**config.mk**
```make
export PLATFORM = sky130hd
export DESIGN_NAME = param_edit_ctrl
export DESIGN_NICKNAME = d
export VERILOG_FILES = /design/src/rtl/param_edit_ctrl.sv
export SDC_FILE = /design/constraint.sdc
export NUM_CORES = 1
export LEC_CHECK = 0
export ABC_AREA = 1
export CORE_MARGIN = 4
export CORE_UTILIZATION = 53
export DETAILED_ROUTE_END_ITERATION = 10
export MAX_ROUTING_LAYER = met4
export PLACE_DENSITY = 0.82
export SYNTH_ARGS = -nofsm -noshare
export SYNTH_HDL_FRONTEND = slang
export SYNTH_SLANG_ARGS = --single-unit
```
**constraint.sdc**
```tcl
create_clock -name Clock -period 3.3 [get_ports Clock]
set_input_delay 0.66 -clock Clock [delete_from_list [all_inputs] [get_ports Clock]]
set_output_delay 0.66 -clock Clock [all_outputs]
set_load 0.02 [all_outputs]
```
**src/rtl/param_edit_ctrl.sv**
```systemverilog
// Button-driven editor for a bank of parameter registers with auto-repeat and field select.
// A single shared step/compare/wrap datapath updates only the selected field.
module param_edit_ctrl #(
  parameter int NUM_FIELDS    = 4,
  parameter int SELW          = 2,
  parameter int WIDTH         = 10,
  parameter int MIN           = 0,
  parameter int MAX           = 359,
  parameter int STEP          = 1,
  parameter int WRAP          = 1,
  parameter int REPEAT_DELAY  = 8,
  parameter int REPEAT_PERIOD = 4
) (
  input  logic                        Clock,
  input  logic                        resetn,
  input  logic                        btn_up,
  input  logic                        btn_down,
  input  logic                        btn_next,
  output logic [SELW-1:0]             sel,
  output logic [WIDTH-1:0]            cur_value,
  output logic [NUM_FIELDS*WIDTH-1:0] values,
  output logic                        changing,
  output logic [SELW-1:0]             upd_field
);

  localparam int CNT_MAX = (REPEAT_DELAY > REPEAT_PERIOD) ? REPEAT_DELAY : REPEAT_PERIOD;
  localparam int CNTW    = $clog2(CNT_MAX) + 1;
  localparam logic [CNTW-1:0]  DLY_LAST = CNTW'(REPEAT_DELAY - 1);
  localparam logic [CNTW-1:0]  PER_LAST = CNTW'(REPEAT_PERIOD - 1);
  localparam logic [WIDTH:0]   MAX_X    = (WIDTH+1)'(MAX);
  localparam logic [WIDTH:0]   LOW_X    = (WIDTH+1)'(MIN + STEP);
  localparam logic [WIDTH:0]   STEP_X   = (WIDTH+1)'(STEP);
  localparam logic [WIDTH-1:0] MIN_V    = WIDTH'(MIN);
  localparam logic [WIDTH-1:0] MAX_V    = WIDTH'(MAX);
  localparam logic [SELW-1:0]  SEL_LAST = SELW'(NUM_FIELDS - 1);

  typedef enum logic [1:0] {IDLE, HOLD, REPEAT, WAIT_REL} state_t;

  state_t           state, state_nx;
  logic [CNTW-1:0]  cnt, cnt_nx;
  logic             dir_q, dir_nx;
  logic             u_q, d_q, n_q, u_p, d_p, n_p;
  logic             rearm_wait;
  logic             rise_u, rise_d, rise_n;
  logic             pressed, other;
  logic             step_en, step_up, sel_adv;
  logic [WIDTH-1:0] fields [NUM_FIELDS];
  logic [WIDTH:0]   ext_v, up_sum, dn_diff;
  logic [WIDTH-1:0] new_v;

  // Buttons held through reset leave rearm_wait set, masking the spurious
  // rise seen once the cleared sample registers refill; a release re-arms.
  assign rise_u = u_q & ~u_p & ~rearm_wait;
  assign rise_d = d_q & ~d_p & ~rearm_wait;
  assign rise_n = n_q & ~n_p;

  always_comb begin
    cur_value = fields[0];
    for (int unsigned i = 0; i < NUM_FIELDS; i++)
      if (sel == SELW'(i)) cur_value = fields[i];
  end

  always_comb begin
    values = '0;
    for (int unsigned i = 0; i < NUM_FIELDS; i++)
      values[i*WIDTH +: WIDTH] = fields[i];
  end

  always_comb begin
    ext_v   = {1'b0, cur_value};
    up_sum  = ext_v + STEP_X;
    dn_diff = ext_v - STEP_X;
    if (step_up) begin
      if (up_sum > MAX_X) new_v = (WRAP != 0) ? MIN_V : MAX_V;
      else                new_v = up_sum[WIDTH-1:0];
    end else begin
      if (ext_v < LOW_X)  new_v = (WRAP != 0) ? MAX_V : MIN_V;
      else                new_v = dn_diff[WIDTH-1:0];
    end
  end

  always_comb begin
    state_nx = state;
    cnt_nx   = cnt;
    dir_nx   = dir_q;
    step_en  = 1'b0;
    step_up  = dir_q;
    sel_adv  = 1'b0;
    pressed  = dir_q ? u_q : d_q;
    other    = dir_q ? d_q : u_q;
    case (state)
      IDLE: begin
        sel_adv = rise_n;
        if (rise_u && rise_d) begin
          state_nx = WAIT_REL;
        end else if (rise_u || rise_d) begin
          step_en  = 1'b1;
          step_up  = rise_u;
          dir_nx   = rise_u;
          cnt_nx   = '0;
          state_nx = HOLD;
        end
      end
      HOLD, REPEAT: begin
        if (!pressed) begin
          state_nx = IDLE;
        end else if (other) begin
          state_nx = WAIT_REL;
        end else if (cnt == ((state == HOLD) ? DLY_LAST : PER_LAST)) begin
          step_en  = 1'b1;
          cnt_nx   = '0;
          state_nx = REPEAT;
        end else begin
          cnt_nx = cnt + 1'b1;
        end
      end
      WAIT_REL: begin
        if (!u_q && !d_q) state_nx = IDLE;
      end
      default: state_nx = IDLE;
    endcase
  end

  always_ff @(posedge Clock) begin
    if (resetn) begin
      u_q        <= 1'b0;
      d_q        <= 1'b0;
      n_q        <= 1'b0;
      u_p        <= 1'b0;
      d_p        <= 1'b0;
      n_p        <= 1'b0;
      rearm_wait <= btn_up | btn_down;
      state      <= IDLE;
      cnt        <= '0;
      dir_q      <= 1'b0;
      sel        <= '0;
      changing   <= 1'b0;
      upd_field  <= '0;
      for (int unsigned i = 0; i < NUM_FIELDS; i++) fields[i] <= MIN_V;
    end else begin
      u_q   <= btn_up;
      d_q   <= btn_down;
      n_q   <= btn_next;
      u_p   <= u_q;
      d_p   <= d_q;
      n_p   <= n_q;
      state <= state_nx;
      cnt   <= cnt_nx;
      dir_q <= dir_nx;
      if (!btn_up && !btn_down && !u_q && !d_q) rearm_wait <= 1'b0;
      changing <= 1'b0;
      if (step_en) begin
        changing  <= (new_v != cur_value);
        upd_field <= sel;
      end
      for (int unsigned i = 0; i < NUM_FIELDS; i++)
        if (step_en && sel == SELW'(i)) fields[i] <= new_v;
      if (sel_adv) sel <= (sel == SEL_LAST) ? '0 : sel + 1'b1;
    end
  end

endmodule

```
# After elaboration in Yosys (flattened, before gate mapping)
# Memories as Yosys holds them, arrays and structs flattened.
# Cells that the tools add are included.
# Widths: inputs -> output; s select.
# totals
regBits	19
ramBits	40
input_bits	5
output_inout_bits	55
elab_cells	125
memories	1
# memory_table
memory	depth	word_bits	read_ports	rd_clocked_by_memory_dff	wr	line_no	rtl
fields	4	10	4	0	4	47	logic [WIDTH-1:0] fields [NUM_FIELDS];
# op_classes
addsub	4
magnitude_cmp	2
n_eq_ne	15
muxes	53
bitwise	15
reduce_logical	22
# op_table
op	n
$mux 10	10
$mux 1	27
$mux 4	5
$mux 2	7
$add 10x1->11 const B	1
$gt 11x9->1 const B	1
$lt 10x1->1 const B	1
$ne 10x10->1	1
$ne 2x2->1 const B	5
$sub 10x1->10 const B	1
$logic_and 1x1->1	9
$eq 2x2->1 const B	4
$pmux 4 s2	1
$pmux 2 s3	1
$and 1x1->1	5
$not 1->1	5
$or 1x1->1	5
$reduce_and 5->1	1
$add 4x1->4 const B	1
$eq 2x1->1 const B	2
$eq 4x3->1	1
$logic_not 1->1	4
$logic_not 2->1	2
$ne 4x4->1 const B	1
8 further kinds	10

# Logic depth before layout (Yosys ltp)
# Gate-level depths: netlist (run 1).
# depth
word_depth	12
mapped_depth	22
mapped_depth_nobuf	21

# Least setup slack after synthesis (run 1)
# No wires, ideal clock.
# synth_path
path_type	register -> register
start	reg sel[0]
end	mem fields[1][0], data pin
arrival_time_ns	2.643
required_time_ns	3.037
setup_slack_ns	0.395
path_stages_with_launch	21
path_buffers	1
path_cell_list	dfxtp_1 > inv_1 > ha_1 > buf_6 > a21oi_1 > a21boi_2 > inv_1 > ha_1 > nand3_1 > nor2_2 > nand2_1 > nand2_1 > nand2_1 > nor2_1 > nand2_1 > nand2_1 > nand2_2 > nand2_2 > nand2_4 > nand2_4 > nor2_1
# synth_rtl
item	line_no	rtl
from (decl)	19	output logic [SELW-1:0] sel,
from (signal assigned)	158	if (sel_adv) sel <= (sel == SEL_LAST) ? '0 : sel + 1'b1;
to (decl)	47	

# Worst setup path in the final report (run 1)
# layout_path
start	reg sel[1]
end	out cur_value[4]
# layout_via
elab_chain_len	4
elab_cells_between_ends	6
classes_between	eq/ne (3); mux (3)
# layout_lines
item	line_no	rtl
$eq 2x1->1	60	if (sel == SELW'(i)) cur_value = fields[i];
$mux 10 (2 in series)	60	
$mux 10 *	60	
to (decl)	20	output logic [WIDTH-1:0] cur_value,
# Every way passes the cells marked *; elsewhere a longest branch is shown, timed or not.

==> run_results.csv, run 1 <==
group,metric,value,unit
outcome,status,"complete, no violations",
floorplanning,core,6310,um^2
critical_path,crit_arrival,2430,ps
clocking,h-tree-depth,3,
logic_synthesis,synth-edff-count,41,
finish,fillers,502,
job,cap_violations,0,
worst_hold_path,holdCritPathClass,"reg -> reg",
critical_path,path_max_fanout,11,
floorplanning,die_w,88.6,um
place,hpwl,6670,um
grt,grt_pass1_wl,14000,um
logic_synthesis,synthCells,415,
logic_synthesis,synth_most_common_cell,"nand2_1",
finish,area_growth,25.6,%
drt,via_count,3133,
logic_synthesis,synthFlopType,"edfxtp_1",
clocking,clk_pin_slew_worst_paths,70,ps
timing,maxSlewHeadroom,57.4,%
critical_path,reg2reg_from,"sel[1]$_SDFFE_PP0P_",
clocking,post-cts-setup-buffer-count,0,
finish,layout-drive-gt1-share,13.1,%
critical_path,ff2ff_path_depth,20,
logic_synthesis,ys_warn_count,0,
drt,drt_iter0_markers,262,
finish,fin_nets,502,
drt,wl,8820,um
power_and_ir_drop,ir_drop,519,uV
timing,maxSlewViolCount,0,
logic_synthesis,synth_top_area_share,35.8,%
clocking,cts_tree,"yes",
finish,multiInputGateArea,1570,um^2
timing,worstMarginPinSlew,632,ps
drt,avgRoutedWirePerCell,15.6,um
critical_path,path_class,"reg -> out",
logic_synthesis,synthesis.nets,434,
worst_hold_path,whs_path_depth,2,
logic_synthesis,syn_avg_cell_area,8.29,um^2
critical_path,slowest_delay,620,ps
finish,antennaDiodeCount,0,
critical_path,startpoint,"sel[1]$_SDFFE_PP0P_",
critical_path,reg2reg_slack,380,ps
place,place_ws,277,ps
floorplanning,io_pins,60,
critical_path,crit_chain,"inv_1, ha_1, buf_4, nand2_1, nand3_1, nand2_1, nand2_2, inv_1, clkdlybuf4s50_1",
logic_synthesis,synth_area_leader_cell,"edfxtp_1",
clocking,cts.sinks,59,
timing,finalCritPeriodShare,93.7,%
critical_path,reg2reg_to,"fields[1][0]$_SDFFCE_PN0P_",
clocking,ctsRootBufferMaster,"clkbuf_8",
logic_synthesis,synth.ff_latch_count,59,
logic_synthesis,ys_top_cells_by_count,"74 x nand2_1, 60 x nor2_1, 52 x inv_1",
clocking,cts_resized,0,
timing,hold_viol,0,
grt,grtUsageTotal,24.7,%
critical_path,required,2640,ps
worst_hold_path,min_from,"n_q$_SDFF_PP0_",
drt,dr.pass1.iters,7,
logic_synthesis,ys_types,39,
logic_synthesis,yosysSeqAreaShare,46.3,%
drt,drtAntennaViolNets,0,
timing,period_minus_slack,3090,ps
timing,setup_ws,209,ps
floorplanning,initial_core_util,54.5,%
floorplanning,die_y,88.6,um
clocking,cts_made_buffers,9,
timing,rsz0062_at_grt,"no",
floorplanning,die_area,7850,um^2
critical_path,slowest_stage,"clkdlybuf4s50_1",
power_and_ir_drop,p_per_area,687,nW/um^2
timing,finalSetupTns,0,ps
grt,grt-ovfl-total,0,
timing,setup_violations,0,
critical_path,startpoint_type,"register",
drt,vias_per_cell,5.55,
timing,max_freq,324,MHz
worst_hold_path,holdPathEnd,"n_p$_SDFF_PP0_",
grt,antenna_found_initial,0,
clocking,cts_hold_buffers,0,
power_and_ir_drop,p_total,2.97,mW
finish,regArea,1590,um^2
critical_path,end_kind,"output pin",
logic_synthesis,async_flop_share,0,%
power_and_ir_drop,p_leak,1.86,nW
grt,grt_start_max_net_pins,15,
timing,skew,8.76,ps
grt,grt_pass1_vias,2984,
logic_synthesis,synth_area,3440,um^2
clocking,clockBufferDepth,2,
place,port_buffers,59,
floorplanning,row_count,29,
logic_synthesis,yosys-top-cells-area,"edfxtp_1 36%, dfxtp_1 10%, nand2_1 8.1%, nor2_1 6.5%, inv_1 5.7%",
clocking,clk_latency,350,ps
place,place.gp.congestion,0.900,
drt,drcViolationCount,0,
[report_power, final]
group          internal (mW)  switching [mW]
clock network          0.353           0.319
logic                  0.465           0.912
registers              0.868          0.0499
[routing by layer]
| layer | vias to the layer above | wire length, um | global-route usage, % | share of wire [%] |
|---|---|---|---|---|
| met2 | 150 | 4560 | 43.4 | 52 |
| met1 | 1469 | 3300 | 27.2 | 37 |
| met5 | - | 0 | - | 0 |
| li1 | 1491 | - | - | - |
| met3 | 23 | 698 | 3.91 | 7.9 |
| met4 | 0 | 260 | 11.5 | 2.9 |
[sequential cells by signal, summed over array words and instances, names as in the netlist, 2 cells and up]
signal and cells:
cnt 4, fields 40, sel 2, state 2, upd_field 2
[critical path: cells and delay by family, from the launching register on]
kind                     cells  cell delay (ps)
AND/OR/NAND/NOR              4              380
buffers and inverters        4             1090
adder cells (fa/ha/maj)      1              210
flip-flops                   1              390
[cells by family (layout without fill, tap and decap cells)]
kind of cell,count (synthesis),in the layout,synth area share [%]
fa+ha+maj,14,14,5.09
buf+inv,67,140,8.36
flops,59,59,46.3
compound gates,68,68,11.2
xor+xnor,6,6,1.53
simple gates,201,201,27.6
[worst max-delay path by stage]
| stage | slack, ps | end | cells past startpoint |
|---|---|---|---|
| after global placement | 410 | fields[0][2]$_SDFFCE_PN0P_ | 19 |
| after global routing | 30 | cur_value[7] | 10 |
| after floorplan | 390 | fields[1][0]$_SDFFCE_PN0P_ | 20 |
| after detailed placement | 280 | fields[1][0]$_SDFFCE_PN0P_ | 19 |
| after CTS | 50 | cur_value[9] | 6 |
| final | 210 | cur_value[4] | 9 |
[cells in the final DEF, fill, tap and decap left out, drive strengths merged, types with 6 or more instances in the layout]
master	count
nand2	90
nor2	68
inv	60
clkdlybuf4s50	58
edfxtp	41
a21oi	33
nand3	30
o21ai	25
dfxtp	18
ha	14
clkbuf	9
buf	7
xor2	6
[cell type report]
| class | instances | area share (%) |
|---|---|---|
| clock buffers | 9 | 2.87 |
| well taps | 77 | 2.23 |
| flip-flops and latches | 59 | 36.8 |
| repair buffers | 66 | 14.9 |
| clock inverters | 7 | 1.74 |
| inverters | 58 | 5.15 |
| multi-input cells | 289 | 36.2 |
[per-stage QoR]
stage	hold WS (ps)	utilization, %	area (um^2)	std cells
global route	513	68.5	4320	565
global placement	414	65.2	4120	549
floorplan	411	-	3440	415
finish	472	68.5	4320	565
CTS	475	68.3	4310	565
detailed placement	432	65.2	4120	549
Note: power is estimated with default switching activity, not from simulation.
==> inputs of run 2 (changes only) <==
Settings changed: GPL_TIMING_DRIVEN from default to 0.
==> run 2 against run 1 <==
  * Final cell count is 0.35% higher
  * Combinational power hardly changed
  * Core utilization is 0.52 points higher
  * Routed wire length is 4.2% lower
  * Hold slack worse by 22 ps
  * First-iteration DRC count is 16% lower
  * Flip-flop and latch count stayed put
  * Non-clock buffer count is 2 higher
  * Setup slack worse by 50 ps
  * Sequential share of layout area is 0.28 points lower
  * Fmax is 1.6% lower
==> run_results.csv, run 2 (synthesis results as in run 1) <==
group,metric,value,unit
power_and_ir_drop,p_leak,1.89,nW
finish,layout-drive-gt1-share,12.4,%
place,hpwl,6340,um
clocking,ctsRootBufferMaster,"clkbuf_8",
worst_hold_path,holdCritPathClass,"reg -> reg",
power_and_ir_drop,switching_share,42.0,%
grt,grt_pass1_vias,2925,
timing,finalCritPeriodShare,95.2,%
clocking,h-tree-depth,3,
power_and_ir_drop,p_per_area,698,nW/um^2
timing,setup_violations,0,
floorplanning,core,6310,um^2
critical_path,path_max_fanout,10,
grt,antenna_found_initial,0,
finish,finalNonFillerCells,567,
place,place.gp.congestion,0.919,
finish,regMostFlops,"fields",
drt,drt_iter0_markers,219,
drt,drtAntennaViolNets,0,
timing,hold_viol,0,
grt,grt_start_max_net_pins,13,
timing,finalSetupTns,0,ps
finish,fillers,504,
clocking,clk_latency,340,ps
finish,fin_nets,504,
power_and_ir_drop,sequentialPowerShare,30.2,%
place,dp.cells,551,
critical_path,crit_arrival,2480,ps
timing,max_freq,318,MHz
timing,period_minus_slack,3140,ps
floorplanning,die_area,7850,um^2
power_and_ir_drop,clkPwrFrac,24.4,%
timing,maxSlewHeadroom,36.7,%
timing,rsz0062_at_grt,"no",
outcome,status,"complete, no violations",
critical_path,slowest_delay,550,ps
critical_path,startpoint_type,"register",
power_and_ir_drop,p_comb_share,45.4,%
drt,vias_per_cell,5.45,
clocking,cts_made_buffers,9,
critical_path,path_class,"reg -> out",
clocking,clk_pin_slew_worst_paths,70,ps
clocking,post-cts-setup-buffer-count,0,
drt,avgRoutedWirePerCell,14.9,um
grt,grt_pass1_wl,14000,um
finish,layout_commonest_cell,"nand2_1",
critical_path,end_kind,"output pin",
finish,antennaDiodeCount,0,
critical_path,required,2640,ps
finish,area_growth,26.5,%
finish,final_util,69.0,%
floorplanning,io_pins,60,
power_and_ir_drop,switchingPower,1.28,mW
drt,wl,8450,um
power_and_ir_drop,ir_drop,512,uV
grt,grt-ovfl-total,0,
floorplanning,row_count,29,
floorplanning,initial_core_util,54.5,%
job,cap_violations,0,
power_and_ir_drop,intPower,1.76,mW
timing,worstMarginPinSlew,943,ps
clocking,cts.sinks,59,
drt,dr.pass1.iters,5,
finish,largest_reg_flops,40,
clocking,cts_tree,"yes",
floorplanning,die_w,88.6,um
finish,reg.largest.list,"fields: 40 flops, cnt: 4 flops",
floorplanning,die_y,88.6,um
finish,mostFrequentLayoutCells,"74 x nand2_1, 60 x nor2_1, 56 x clkdlybuf4s50_1",
place,port_buffers,59,
drt,drcViolationCount,0,
power_and_ir_drop,p_total,3.04,mW
clocking,clockBufferDepth,2,
critical_path,slowest_stage,"clkdlybuf4s50_1",
grt,grtUsageTotal,24.1,%
critical_path,path_common_cell,"buf_6",
timing,skew,8.31,ps
timing,maxSlewViolCount,0,
drt,via_count,3090,
critical_path,crit_chain,"inv_1, ha_1, buf_6, inv_6, buf_6, nand3_1, a22oi_2, inv_2, clkdlybuf4s50_1",
run 2: changes by cell type in the layout (fill, tap and decap cells not counted), sizes merged:
cell | previous run | this run
clkdlybuf4s50 | 58 | 56
clkbuf | 9 | 12
buf | 7 | 6
bufinv | 1 | 2
dlymetal6s2s | 1 | 2
clkinvlp | 0 | 1
clkinv | 4 | 2
dlygate4sd2 | 0 | 1
run 2: final cells by class:
type / count / area, um^2 / share of cell area [%]
Sequential cell: 59 / 1590 / 36.6
Multi-Input combinational cell: 289 / 1560 / 35.9
Timing Repair Buffer: 59 / 594 / 13.6
Inverter: 58 / 223 / 5.11
Clock buffer: 9 / 124 / 2.84
Clock inverter: 7 / 98.8 / 2.27
Tap cell: 77 / 96.3 / 2.21
Buffer: 9 / 65.1 / 1.49
run 2: what timing repair did:
action / 4_1_cts / 5_1_grt
endpoints found under the setup margin: 1 / 2
resized for setup: 1 / 2
hold buffers: 0 / 0
run 2: worst paths after layout:
path	cells past startpoint	startpoint	slack, ps	end
max	9	sel[0]$_SDFFE_PP0P_	160	cur_value[8]
min	2	n_q$_SDFF_PP0_	450	n_p$_SDFF_PP0_
max reg2reg	20	sel[0]$_SDFFE_PP0P_	290	fields[2][0]$_SDFFCE_PN0P_
min reg2reg	2	n_q$_SDFF_PP0_	450	n_p$_SDFF_PP0_
run 2: critical path, delay by kind of cell, from the launching register on:
kind,cells,cell delay (ps)
fa+ha+maj,1,220
compound gates,1,270
flops,1,400
buf+inv,6,1140
simple gates,1,110
run 2: routing by layer:
metal  vias up  GRT usage, %  part of all wire (%)
met3        19          4.00                   7.9
met2       135          40.9                    51
met4         0          7.97                   1.6
met5         -             -                     0
li1       1501             -                     -
met1      1435          29.3                    39
run 2: stage by stage:
stage	area [um^2]	setup WS (ps)	hold slack, ps
global route	4350	15.2	462
floorplan	3440	395	411
finish	4350	159	450
detailed placement	4130	342	439
global placement	4130	373	414
CTS	4350	90.2	450
run 2: power by group through the flow:
stage / combinational (mW) / sequential [mW] / clock [mW]
global route: 1.53 / 0.929 / 0.782
global placement: 1.34 / 0.930 / 0
finish: 1.38 / 0.918 / 0.742
floorplan: 0.889 / 0.985 / 0
CTS: 1.38 / 0.919 / 0.742
detailed placement: 1.37 / 0.934 / 0
==> inputs of run 3 (changes only) <==
Settings changed: CORE_ASPECT_RATIO from default to 1.1, CTS_CLUSTER_SIZE from default to 12.
==> run 3 against run 2 <==
  * Sequential share of layout area shrank 0.13 points
  * Routed wire length grew 2.5%
  * Fmax shrank 1.6%
  * Global-route usage shrank 0.64 points
  * Hold slack gained 4.2 ps
  * Critical path depth grew 1
  * Largest cell class unchanged
==> run_results.csv, run 3 (synthesis results as in run 1) <==
group,metric,value,unit
finish,layout-drive-gt1-share,13.0,%
clocking,clk_pin_slew_worst_paths,80,ps
power_and_ir_drop,sequentialPowerShare,30.4,%
floorplanning,die_y,92.5,um
clocking,post-cts-setup-buffer-count,0,
timing,worstMarginPinSlew,958,ps
timing,hold_viol,0,
job,cap_violations,0,
critical_path,reg2reg_from,"sel[0]$_SDFFE_PP0P_",
finish,layout_commonest_cell,"nand2_1",
grt,grt_pass1_vias,3031,
power_and_ir_drop,p_comb_share,46.4,%
power_and_ir_drop,clkPwrFrac,23.2,%
clocking,h-tree-depth,3,
power_and_ir_drop,intPower,1.70,mW
finish,largest_reg_flops,40,
drt,wl,8660,um
finish,area_growth,27.0,%
drt,vias_per_cell,5.45,
drt,dr.pass1.iters,5,
place,hpwl,6540,um
power_and_ir_drop,switchingPower,1.31,mW
critical_path,path_class,"reg -> out",
worst_hold_path,whs_path_depth,2,
finish,reg.largest.list,"fields: 40 flops, cnt: 4 flops",
critical_path,crit_arrival,2530,ps
floorplanning,io_pins,60,
timing,maxSlewViolCount,0,
power_and_ir_drop,switching_share,43.5,%
critical_path,end_kind,"output pin",
drt,avgRoutedWirePerCell,15.2,um
outcome,status,"complete, no violations",
clocking,cts_hold_buffers,0,
timing,setup_ws,108,ps
grt,grt_pass1_wl,14100,um
finish,fillers,500,
worst_hold_path,min_from,"n_q$_SDFF_PP0_",
finish,regArea,1590,um^2
grt,grt_start_max_net_pins,14,
floorplanning,initial_core_util,55.2,%
critical_path,reg2reg_slack,270,ps
critical_path,startpoint_type,"register",
power_and_ir_drop,p_leak,1.90,nW
worst_hold_path,holdCritPathClass,"reg -> reg",
place,place.gp.congestion,0.881,
floorplanning,die_w,84.8,um
timing,finalCritPeriodShare,96.7,%
clocking,cts_made_buffers,9,
grt,antenna_found_initial,0,
floorplanning,row_count,30,
timing,max_freq,313,MHz
timing,rsz0062_at_grt,"no",
grt,grtUsageTotal,23.5,%
drt,via_count,3111,
timing,skew,9.68,ps
finish,multiInputGateArea,1580,um^2
worst_hold_path,holdPathEnd,"n_p$_SDFF_PP0_",
finish,fin_area,4370,um^2
clocking,clk_latency,350,ps
clocking,cts_tree,"yes",
drt,drtAntennaViolNets,0,
timing,setup_violations,0,
place,port_buffers,59,
finish,antennaDiodeCount,0,
clocking,cts.sinks,59,
timing,period_minus_slack,3190,ps
timing,maxSlewHeadroom,35.7,%
finish,final_util,70.1,%
finish,mostFrequentLayoutCells,"74 x nand2_1, 60 x nor2_1, 56 x clkdlybuf4s50_1",
critical_path,required,2640,ps
critical_path,reg2reg_to,"fields[3][0]$_SDFFCE_PN0P_",
critical_path,ff2ff_path_depth,20,
finish,regMostFlops,"fields",
timing,timing.hold.ws,454,ps
power_and_ir_drop,ir_drop,568,uV
drt,drcViolationCount,0,
grt,grt-ovfl-total,0,
clocking,clockBufferDepth,2,
place,place_ws,275,ps
drt,drt_iter0_markers,228,
critical_path,path_max_fanout,10,
finish,fin_nets,505,
place,place_area,4130,um^2
floorplanning,die_area,7850,um^2
clocking,ctsRootBufferMaster,"clkbuf_8",
power_and_ir_drop,p_per_area,689,nW/um^2
timing,finalSetupTns,0,ps
floorplanning,core,6230,um^2
## run 3: cell type report
cell class,count,area share (%)
Inverter,58,5.10
Tap cell,80,2.29
Buffer,9,1.49
Sequential cell,59,36.4
Clock inverter,7,1.92
Timing Repair Buffer,60,13.7
Multi-Input combinational cell,289,36.2
Clock buffer,9,2.84
## run 3: critical path: stages (launching register included)
cell and delay [ps]:
dfxtp_1 400, inv_1 130, ha_1 230, buf_6 150, inv_6 70, buf_6 140, nand2_1 80, nand2_1 100
o21ai_2 100, inv_1 150, clkdlybuf4s50_1 630
## run 3: repair_timing
item,in CTS,in global routing
endpoints found under the hold margin,0,0
pin swaps,0,1
resized for setup,1,6
setup endpoints to repair,1,22
## run 3: worst max-delay path by stage
stage,from,end,slack [ps]
2_1_floorplan,sel[0]$_SDFFE_PP0P_,fields[1][0]$_SDFFCE_PN0P_,390
3_3_place_gp,sel[0]$_SDFFE_PP0P_,fields[1][2]$_SDFFCE_PN0P_,370
3_5_place_dp,sel[0]$_SDFFE_PP0P_,fields[1][2]$_SDFFCE_PN0P_,280
4_1_cts,sel[0]$_SDFFE_PP0P_,cur_value[4],60
5_1_grt,sel[1]$_SDFFE_PP0P_,cur_value[7],8
6_report,sel[0]$_SDFFE_PP0P_,cur_value[7],110
## run 3: per-layer routing
| layer | vias to the layer above | track usage [%] | wire [um] |
|---|---|---|---|
| met2 | 146 | 41.3 | 4490 |
| met3 | 31 | 4.00 | 500 |
| li1 | 1503 | - | - |
| met1 | 1431 | 25.9 | 3400 |
| met4 | 0 | 10.8 | 266 |
| met5 | - | - | 0 |
## run 3: through the flow
step | cells | total power, mW
6_report | 571 | 3.01
5_1_grt | 571 | 3.19
4_1_cts | 570 | 2.99
3_5_place_dp | 554 | 2.30
3_3_place_gp | 554 | 2.27
2_1_floorplan | 415 | 1.87
## run 3: power groups by stage
stage	sequential, mW	clock, mW	combinational [mW]
floorplan	0.985	0	0.889
global route	0.927	0.738	1.52
CTS	0.917	0.696	1.38
finish	0.916	0.698	1.40
detailed placement	0.932	0	1.37
global placement	0.930	0	1.34
